==> src/rtl/vga_controller_pkg.sv <==
// vga_controller_pkg
// Shared constants, ball axis state type and the per-axis bounce helper used by
// vga_controller. No ports. Imported by vga_controller and lfsr18.
package vga_controller_pkg;

  localparam logic [9:0]  H_VISIBLE   = 10'd640;
  localparam logic [9:0]  V_VISIBLE   = 10'd480;
  localparam logic [9:0]  H_MAX       = 10'd800;
  localparam logic [9:0]  V_MAX       = 10'd525;
  localparam logic [9:0]  BALL_SIZE   = 10'd16;
  localparam logic [9:0]  X_LIMIT     = 10'd624;
  localparam logic [9:0]  Y_LIMIT     = 10'd464;
  localparam logic [11:0] BALL_COLOR  = 12'hFFF;
  localparam logic [11:0] BG_COLOR    = 12'h008;
  localparam logic [11:0] BLANK_COLOR = 12'h000;
  localparam logic [17:0] LFSR_SEED   = 18'h00001;

  // Ball state after reset: roughly centred, moving right/down.
  localparam logic [9:0]  RST_XPOS    = 10'd312;
  localparam logic [9:0]  RST_YPOS    = 10'd232;
  localparam logic [5:0]  RST_XSPEED  = 6'd2;
  localparam logic [5:0]  RST_YSPEED  = 6'd1;

  // One axis of ball motion: unsigned position, two's-complement speed.
  typedef struct packed {
    logic [9:0] pos;
    logic [5:0] speed;
  } axis_state_t;

  // Magnitude of a two's-complement speed.
  function automatic logic [5:0] speed_mag(input logic [5:0] speed);
    if (speed[5]) begin
      return 6'd0 - speed;
    end else begin
      return speed;
    end
  endfunction

  // Advance one axis by one frame, reflecting off 0 and off limit.
  // bounce_mag is the speed magnitude applied when a wall is hit.
  function automatic axis_state_t axis_bounce(input axis_state_t cur,
                                              input logic [9:0]  limit,
                                              input logic [5:0]  bounce_mag);
    logic signed [11:0] nx;
    axis_state_t        nxt;
    nx = $signed({2'b00, cur.pos}) + $signed({{6{cur.speed[5]}}, cur.speed});
    if (nx <= 12'sd0) begin
      nxt.pos   = 10'd0;
      nxt.speed = bounce_mag;
    end else if (nx >= $signed({2'b00, limit})) begin
      nxt.pos   = limit;
      nxt.speed = 6'd0 - bounce_mag;
    end else begin
      nxt.pos   = nx[9:0];
      nxt.speed = cur.speed;
    end
    return nxt;
  endfunction

endpackage

==> src/rtl/vga_controller_lfsr18.sv <==
// lfsr18
// 18-bit shift-left LFSR, feedback q[17]^q[10]. Recovers from the all-zero
// lock-up state by reloading the seed.
// Ports:
//   CLK    - clock, rising edge
//   ARST_L - asynchronous reset, active-high (loads LFSR_SEED)
//   q      - current LFSR state
module lfsr18
  import vga_controller_pkg::*;
(
  input  logic        CLK,
  input  logic        ARST_L,
  output logic [17:0] q
);

  logic [17:0] q_r;

  // LFSR state register with zero-state recovery.
  always_ff @(posedge CLK or posedge ARST_L) begin
    if (ARST_L) begin
      q_r <= LFSR_SEED;
    end else if (q_r == 18'd0) begin
      q_r <= LFSR_SEED;
    end else begin
      q_r <= {q_r[16:0], q_r[17] ^ q_r[10]};
    end
  end

  assign q = q_r;

endmodule

==> src/rtl/vga_controller.sv <==
// vga_controller
// Bouncing-ball pixel generator: moves a 16x16 ball once per frame, bouncing
// off the screen edges, and colours each pixel from the current scan position.
// Optional macro VGA_CTRL_RANDOM_SPEED_EN: when defined, each bounce picks a
// new speed magnitude from the LFSR (X: SREG[2:0]+1, Y: SREG[5:3]+1).
// Ports:
//   CLK            - clock, rising edge
//   ARST_L         - asynchronous reset, active-high
//   HCOORD/VCOORD  - scan position (0..800 / 0..525)
//   rollover_i     - end-of-frame tick (combinational)
//   SREG           - LFSR state
//   CSEL           - RGB444 pixel colour (combinational)
//   XPos/YPos      - ball top-left corner
//   XSpeed/YSpeed  - signed pixels per frame
module vga_controller
  import vga_controller_pkg::*;
(
  input  logic        CLK,
  input  logic        ARST_L,
  input  logic [9:0]  HCOORD,
  input  logic [9:0]  VCOORD,
  output logic        rollover_i,
  output logic [17:0] SREG,
  output logic [11:0] CSEL,
  output logic [9:0]  XPos,
  output logic [9:0]  YPos,
  output logic [5:0]  XSpeed,
  output logic [5:0]  YSpeed
);

  logic        rollover_s;
  logic [17:0] sreg_s;
  logic [5:0]  x_mag_s;
  logic [5:0]  y_mag_s;
  logic [10:0] x_end_s;
  logic [10:0] y_end_s;
  logic [11:0] csel_s;
  axis_state_t x_state_r;
  axis_state_t y_state_r;
  axis_state_t x_next_s;
  axis_state_t y_next_s;

  assign rollover_s = (HCOORD == H_MAX) && (VCOORD == V_MAX);
  assign rollover_i = rollover_s;

  lfsr18 u_lfsr (
    .CLK    (CLK),
    .ARST_L (ARST_L),
    .q      (sreg_s)
  );

  assign SREG = sreg_s;

`ifdef VGA_CTRL_RANDOM_SPEED_EN
  assign x_mag_s = {3'b000, sreg_s[2:0]} + 6'd1;
  assign y_mag_s = {3'b000, sreg_s[5:3]} + 6'd1;
`else
  assign x_mag_s = speed_mag(x_state_r.speed);
  assign y_mag_s = speed_mag(y_state_r.speed);
`endif

  assign x_next_s = axis_bounce(x_state_r, X_LIMIT, x_mag_s);
  assign y_next_s = axis_bounce(y_state_r, Y_LIMIT, y_mag_s);

  // Ball position/speed: advance both axes once per frame tick.
  always_ff @(posedge CLK or posedge ARST_L) begin
    if (ARST_L) begin
      x_state_r <= '{pos: RST_XPOS, speed: RST_XSPEED};
      y_state_r <= '{pos: RST_YPOS, speed: RST_YSPEED};
    end else if (rollover_s) begin
      x_state_r <= x_next_s;
      y_state_r <= y_next_s;
    end else begin
      x_state_r <= x_state_r;
      y_state_r <= y_state_r;
    end
  end

  assign XPos   = x_state_r.pos;
  assign YPos   = y_state_r.pos;
  assign XSpeed = x_state_r.speed;
  assign YSpeed = y_state_r.speed;

  // Ball extent computed at 11 bits so pos+16 never wraps.
  assign x_end_s = {1'b0, x_state_r.pos} + {1'b0, BALL_SIZE};
  assign y_end_s = {1'b0, y_state_r.pos} + {1'b0, BALL_SIZE};

  // Pixel colour: blanking outside the visible area, ball, else background.
  always_comb begin
    csel_s = BG_COLOR;
    if ((HCOORD >= H_VISIBLE) || (VCOORD >= V_VISIBLE)) begin
      csel_s = BLANK_COLOR;
    end else if ((HCOORD >= x_state_r.pos) && ({1'b0, HCOORD} < x_end_s) &&
                 (VCOORD >= y_state_r.pos) && ({1'b0, VCOORD} < y_end_s)) begin
      csel_s = BALL_COLOR;
    end else begin
      csel_s = BG_COLOR;
    end
  end

  assign CSEL = csel_s;

endmodule

==> config.mk <==
export PLATFORM = sky130hd
export DESIGN_NAME = vga_controller
export DESIGN_NICKNAME = d
export VERILOG_FILES = /design/src/rtl/vga_controller_pkg.sv /design/src/rtl/vga_controller_lfsr18.sv /design/src/rtl/vga_controller.sv
export SDC_FILE = /design/constraint.sdc
export NUM_CORES = 1
export LEC_CHECK = 0
export ABC_AREA = 1
export CORE_AREA = 2 2 96 98
export CTS_BUF_LIST = sky130_fd_sc_hd__clkbuf_4
export DETAILED_ROUTE_END_ITERATION = 10
export DIE_AREA = 0 0 98 100
export PLACE_DENSITY_LB_ADDON = 0.15
export SYNTH_ARGS = -nofsm -noshare
export SYNTH_HDL_FRONTEND = slang
export SYNTH_SLANG_ARGS = --single-unit
export TNS_END_PERCENT = 20
==> constraint.sdc <==
create_clock -name CLK -period 3.4 [get_ports CLK]
set_input_delay 0.68 -clock CLK [delete_from_list [all_inputs] [get_ports CLK]]
set_output_delay 0.68 -clock CLK [all_outputs]
set_load 0.02 [all_outputs]
[After elaboration in Yosys (flattened, before gate mapping)]
Cells that the tools add are included.
Storage, ports and cells
  register bits: 50
  latch bits: 0
  RAM bits: 0
  ROM bits: 0
  input bits: 22
  output and inout bits: 63
  logic and storage cells: 45
  memories: 0
Cells by class
  add/subtract/negate cells: 8
  $mul: 0
  div/mod/pow operators: 0
  magnitude comparators: 10
  eq/ne operators: 2
  shifts and indexed selects: 0
  muxes and demuxes: 9
  bitwise logic cells: 1
  reductions and logical operators: 10
Operators with widths (count)
  16-bit two-way mux: 4
  11-bit by 6-bit adder with 12-bit output: 2
  12-bit by 1-bit less-or-equal comparator with 1-bit output (second input constant): 2
  12-bit two-way mux: 2
  1-bit by 6-bit subtractor with 6-bit output (first input constant): 4
  10-bit by 5-bit adder with 11-bit output (second input constant): 2
  10-bit by 11-bit less-than comparator with 1-bit output: 2
  10-bit == test (second input constant): 2
  10-bit >= comparator: 2
  18-bit logical NOT: 1
  18-bit two-way mux: 1
  12-bit by 10-bit >= comparator with 1-bit output (second input constant): 1
  12-bit by 11-bit >= comparator with 1-bit output (second input constant): 1
  6-bit two-way mux: 2
  10-bit >= comparator (second input constant): 1
  10-bit by 9-bit >= comparator with 1-bit output (second input constant): 1
  1-bit logical AND: 4
  2-bit AND reduction: 2
  2-bit nonzero test: 2
  1-bit logical OR: 1
  1-bit XOR: 1

[Depth between registers and ports, before layout]
  word-level depth: 7
  depth in mapped cells: 18
  depth with buffers taken out: 18

[Hierarchy]
From an unflattened synthesis, not the netlist that was laid out.
Second synthesis, totals
  cell total of the unflattened synthesis: 666
  area total of the unflattened synthesis: 4563.1 um^2
Modules (own cells, without submodules)
  vga_controller: instances 1, cells each 612, area an instance 3965.1 um^2, seq. area each 710.7 um^2
  lfsr18: instances 1, cells each 54, area an instance 598.1 um^2, seq. area each 451.7 um^2

[Least setup slack after synthesis]
No wires, ideal clock.
  path kind: register -> output
  start point: register x_state_r (netlist bit XPos[4])
  end point: output port CSEL[10]
  data arrival time: 3.108 ns
  required time: 2.720 ns
  slack: -0.388 ns
  cell stages (with the launch flop): 11
  path buffers: 1
  cell sequence: dfstp_2 -> ha_1 -> nand3_1 -> xor2_1 -> ha_1 -> a21oi_1 -> nor2_1 -> a211oi_1 -> o41ai_1 -> nor3_1 -> buf_4
On the way
  cells in the longest elaborated chain, start to end: 7
  elaborated cells between the ends (all ways): 8
  those cells by class: add/sub (1); order compare (2); mux (2); reduce/logical (3)
RTL lines
  from (decl): RTL line vga_controller.sv:38  | axis_state_t x_state_r;
  from (signal assigned): RTL line vga_controller.sv:68  | x_state_r <= '{pos: RST_XPOS, speed: RST_XSPEED};
  from (signal assigned): RTL line vga_controller.sv:71  | x_state_r <= x_next_s;
  from (signal assigned): RTL line vga_controller.sv:74  | x_state_r <= x_state_r;
  10-bit by 5-bit adder with 11-bit output: RTL line vga_controller.sv:85  | assign x_end_s = {1'b0, x_state_r.pos} + {1'b0, BALL_SIZE};
  10-bit by 11-bit less-than comparator with 1-bit output: RTL line vga_controller.sv:93  | end else if ((HCOORD >= x_state_r.pos) && ({1'b0, HCOORD} < x_end_s) &&
  1-bit logical AND * (2 in a row): RTL line vga_controller.sv:93
  1-bit logical AND *: RTL line vga_controller.sv:94  | (VCOORD >= y_state_r.pos) && ({1'b0, VCOORD} < y_end_s)) begin
  12-bit two-way mux *: RTL line vga_controller.sv:93
  12-bit two-way mux *: RTL line vga_controller.sv:91  | if ((HCOORD >= H_VISIBLE) || (VCOORD >= V_VISIBLE)) begin
  to (decl): RTL line vga_controller.sv:24  | output logic [11:0] CSEL,
Mark *: on every way between the ends. The rest lies on a longest branch, timed or not.

[Worst setup path in the final report]
  start point: register x_state_r (netlist bit XPos[5])
  end point: output port CSEL[9]
Same word-level chain as after synthesis.

==> reports/metrics.yaml <==
path_class: "flip-flop to output pin"
hold_depth: 0
synthTopCellsByArea: "dfrtp_1 20%, nand2_1 16%, ha_1 14%"
worst_ep_arrival_time_ns: 2.87
syn_area_mm2: 0.00466
drtPass1Iterations: 4
reg2reg_to: "YSpeed[3]$_DFFE_PP0P_"
cts_root_buf: "clkbuf_4"
post-dp-hpwl_um: 9850
drt-total-wl_um: 12000
drive_gt1_share_pct: 19.2
nNetsFinal: 859
seq_power_share_pct: 56.2
ys_async_sr_fraction_pct: 100
whs_endpoint: "u_lfsr.q[10]$_DFF_PP0_"
min_period_ns: 3.55
clkTransAtPathRegs_ns: 0.15
hold_viol: 0
setup_ws_ns: -0.154
cts_sinks: 46
cts_hold_buffers: 0
reg2reg_from: "YSpeed[5]$_DFFE_PP0P_"
ios: 85
ir_worst_vdd_mv: 0.185
globalRouteOverflowTotal: 0
wl_per_cell_um: 13.5
synthDominantCellAreaShare_pct: 19.9
cts_inserted_buffers: 5
die_w_um: 98
switching_share_pct: 27.8
dieArea_mm2: 0.00980
p_clk_share_pct: 29.9
power_per_cell_area_mw_per_mm2: 164
hold_ws_ns: 0.423
yosysTopAreaCell: "dfrtp_1"
drv_slew: 0
final_common_cell: "nand2_1"
grt.total_usage_pct: 25.2
slew_headroom_pct: 39.1
violations: "setup timing"
startpoint_type: "flip-flop"
cts_buffer_depth: 2
r2r_cells: 15
setup_tns_ns: -1.65
grt_pass1_vias: 4406
cp-end-kind: "output pin"
port_buffers: 80
hp-class: "flip-flop to flip-flop"
diodes: 0
rsz0062_at_grt: "true"
num_rows: 35
power.leakage_uw: 0.00321
setup_viol: 11
wl_met2_um: 5650
coreArea_mm2: 0.00889
cts.htree.levels: 2
top_layer_used: "met4"
combPwrFrac_pct: 13.9
worstHoldStart: "u_lfsr.q[9]$_DFF_PP0_"
grt_pass1_wl_um: 20400
ant_nets: 0
period_share_pct: 105
fmax_mhz: 281
power_switching_uw: 271
drv_cap: 0
skew_ns: 0.00840
viasPerCell: 5.10
syn-instance-count: 673
synth_ff_type: "dfrtp_1"
power_uw: 975
yosysSeqAreaShare_pct: 24.9
r2r_setup_slack_ns: 0.65
drt-initial-drc-count: 206
globalplace.congestion: 0.922
wl_met3_um: 499
antenna_found_initial: 0
drc: 0
critPathRequiredTime_ns: 2.72
syn_to_final_growth_pct: 27.3
final_cell_mix: "195 x nand2_1, 80 x inv_1, 68 x clkdlybuf4s50_1"
intPower_uw: 705
cp_max_fo: 5
num_vias: 4558
ys_seq_elements: 46
wl_met1_um: 5730
initial_utilization_pct: 52.4
synth_area_per_cell_um2: 6.93
status: "finished with violations"
clock_latency_ns: 0.37
cts_tree: "built"
fp.dieH_um: 100
synth_cell_types: 47
grt_max_degree: 47
ys_warn_count: 0
tightest_slew_ns: 0.912
synth_edf_count: 0
[worst max-delay path by stage]
stage	from	end	cells past startpoint
2_1_floorplan	XPos[4]$_DFFE_PP1P_	CSEL[10]	10
3_3_place_gp	VCOORD[0]	CSEL[10]	9
3_5_place_dp	VCOORD[5]	CSEL[9]	11
4_1_cts	XPos[5]$_DFFE_PP1P_	CSEL[9]	11
5_1_grt	XPos[5]$_DFFE_PP1P_	CSEL[2]	12
6_report	XPos[5]$_DFFE_PP1P_	CSEL[9]	12
[routing by layer]
metal  track usage (%)  vias up
li1                  -     2367
met1              35.0     2067
met2              42.7      111
met3              2.37       13
met4              6.41        0
met5                 0        -
[sequential cells by signal, indices dropped and copies added (netlist names)]
register and cells:
YSpeed 5, YPos 10, XPos 9, XSpeed 4, u_lfsr.q 18
[stage by stage]
stage | setup slack (ns) | cell area, um^2 | util, % | std cells
after floorplan | 0.0196 | 4670 | - | 675
after global placement | -0.412 | 5790 | 65.2 | 881
after detailed placement | -0.457 | 5790 | 65.2 | 881
after CTS | -0.0682 | 5920 | 66.6 | 892
after global routing | -0.325 | 5940 | 66.8 | 894
final | -0.154 | 5940 | 66.8 | 894
[area by class of cell]
class | count | area [um^2]
Multi-Input combinational cell | 502 | 3020
Fill cell | 778 | 2950
Timing Repair Buffer | 135 | 1200
Sequential cell | 46 | 1160
Inverter | 92 | 349
Tap cell | 111 | 139
Clock buffer | 5 | 37.5
Clock inverter | 3 | 28.8
[cells in the mapped netlist, types with 2 or more instances]
cell and instances:
o41ai_1 2, a211oi_1 2, buf_4 15, o22ai_1 2, nand2_4 2, nor3_1 6, nand2_2 18, o21ai_0 9
o21ai_1 8, a21oi_1 23, dfstp_2 9, nor2_8 2, nand3_2 9, nand3_1 52, xor2_1 8, nor2_2 4
clkbuf_1 19, nand4_1 14, conb_1 2, inv_2 9, nor4_1 7, nor2_4 2, fa_1 2, xnor2_1 9
and3_1 2, nand3b_1 4, dfrtp_1 37, nand2_1 195, a21oi_2 3, ha_1 53, o21a_1 2, inv_1 81
nor2_1 47
[power groups by stage]
stage / Combinational (uW) / Sequential, uW / Clock, uW
detailed placement: 132 / 558 / 0
floorplan: 59.3 / 558 / 0
global route: 151 / 548 / 328
CTS: 135 / 548 / 299
global placement: 129 / 558 / 0
finish: 136 / 548 / 292
[kinds of logic after synthesis]
logic type | count (synthesis) | synth area share, %
DFF | 46 | 24.9
other | 2 | 0.161
buffers and inverters | 127 | 11.7
xor gates and xnor gates | 18 | 3.54
and+or+nand+nor | 371 | 37.8
AOI/OAI and AO/OA | 54 | 6.71
adders and majority gates | 55 | 15.1
[repair_timing]
action,in CTS,in global routing
cloned,1,0
pin swaps,7,4
endpoints found under the setup margin,12,11
resized for setup,72,1
buffers inserted,2,2
[critical path, stage by stage, from the launching register on]
cell,delay (ns)
dfstp_2,0.60
buf_4,0.13
ha_4,0.14
nand3_2,0.08
xor2_1,0.15
ha_1,0.31
a21oi_2,0.12
nor2_1,0.07
a211oi_2,0.25
o41ai_2,0.12
nor3_2,0.21
buf_4,0.19
buf_6,0.12
No activity file was read; power rests on OpenSTA's default activity.
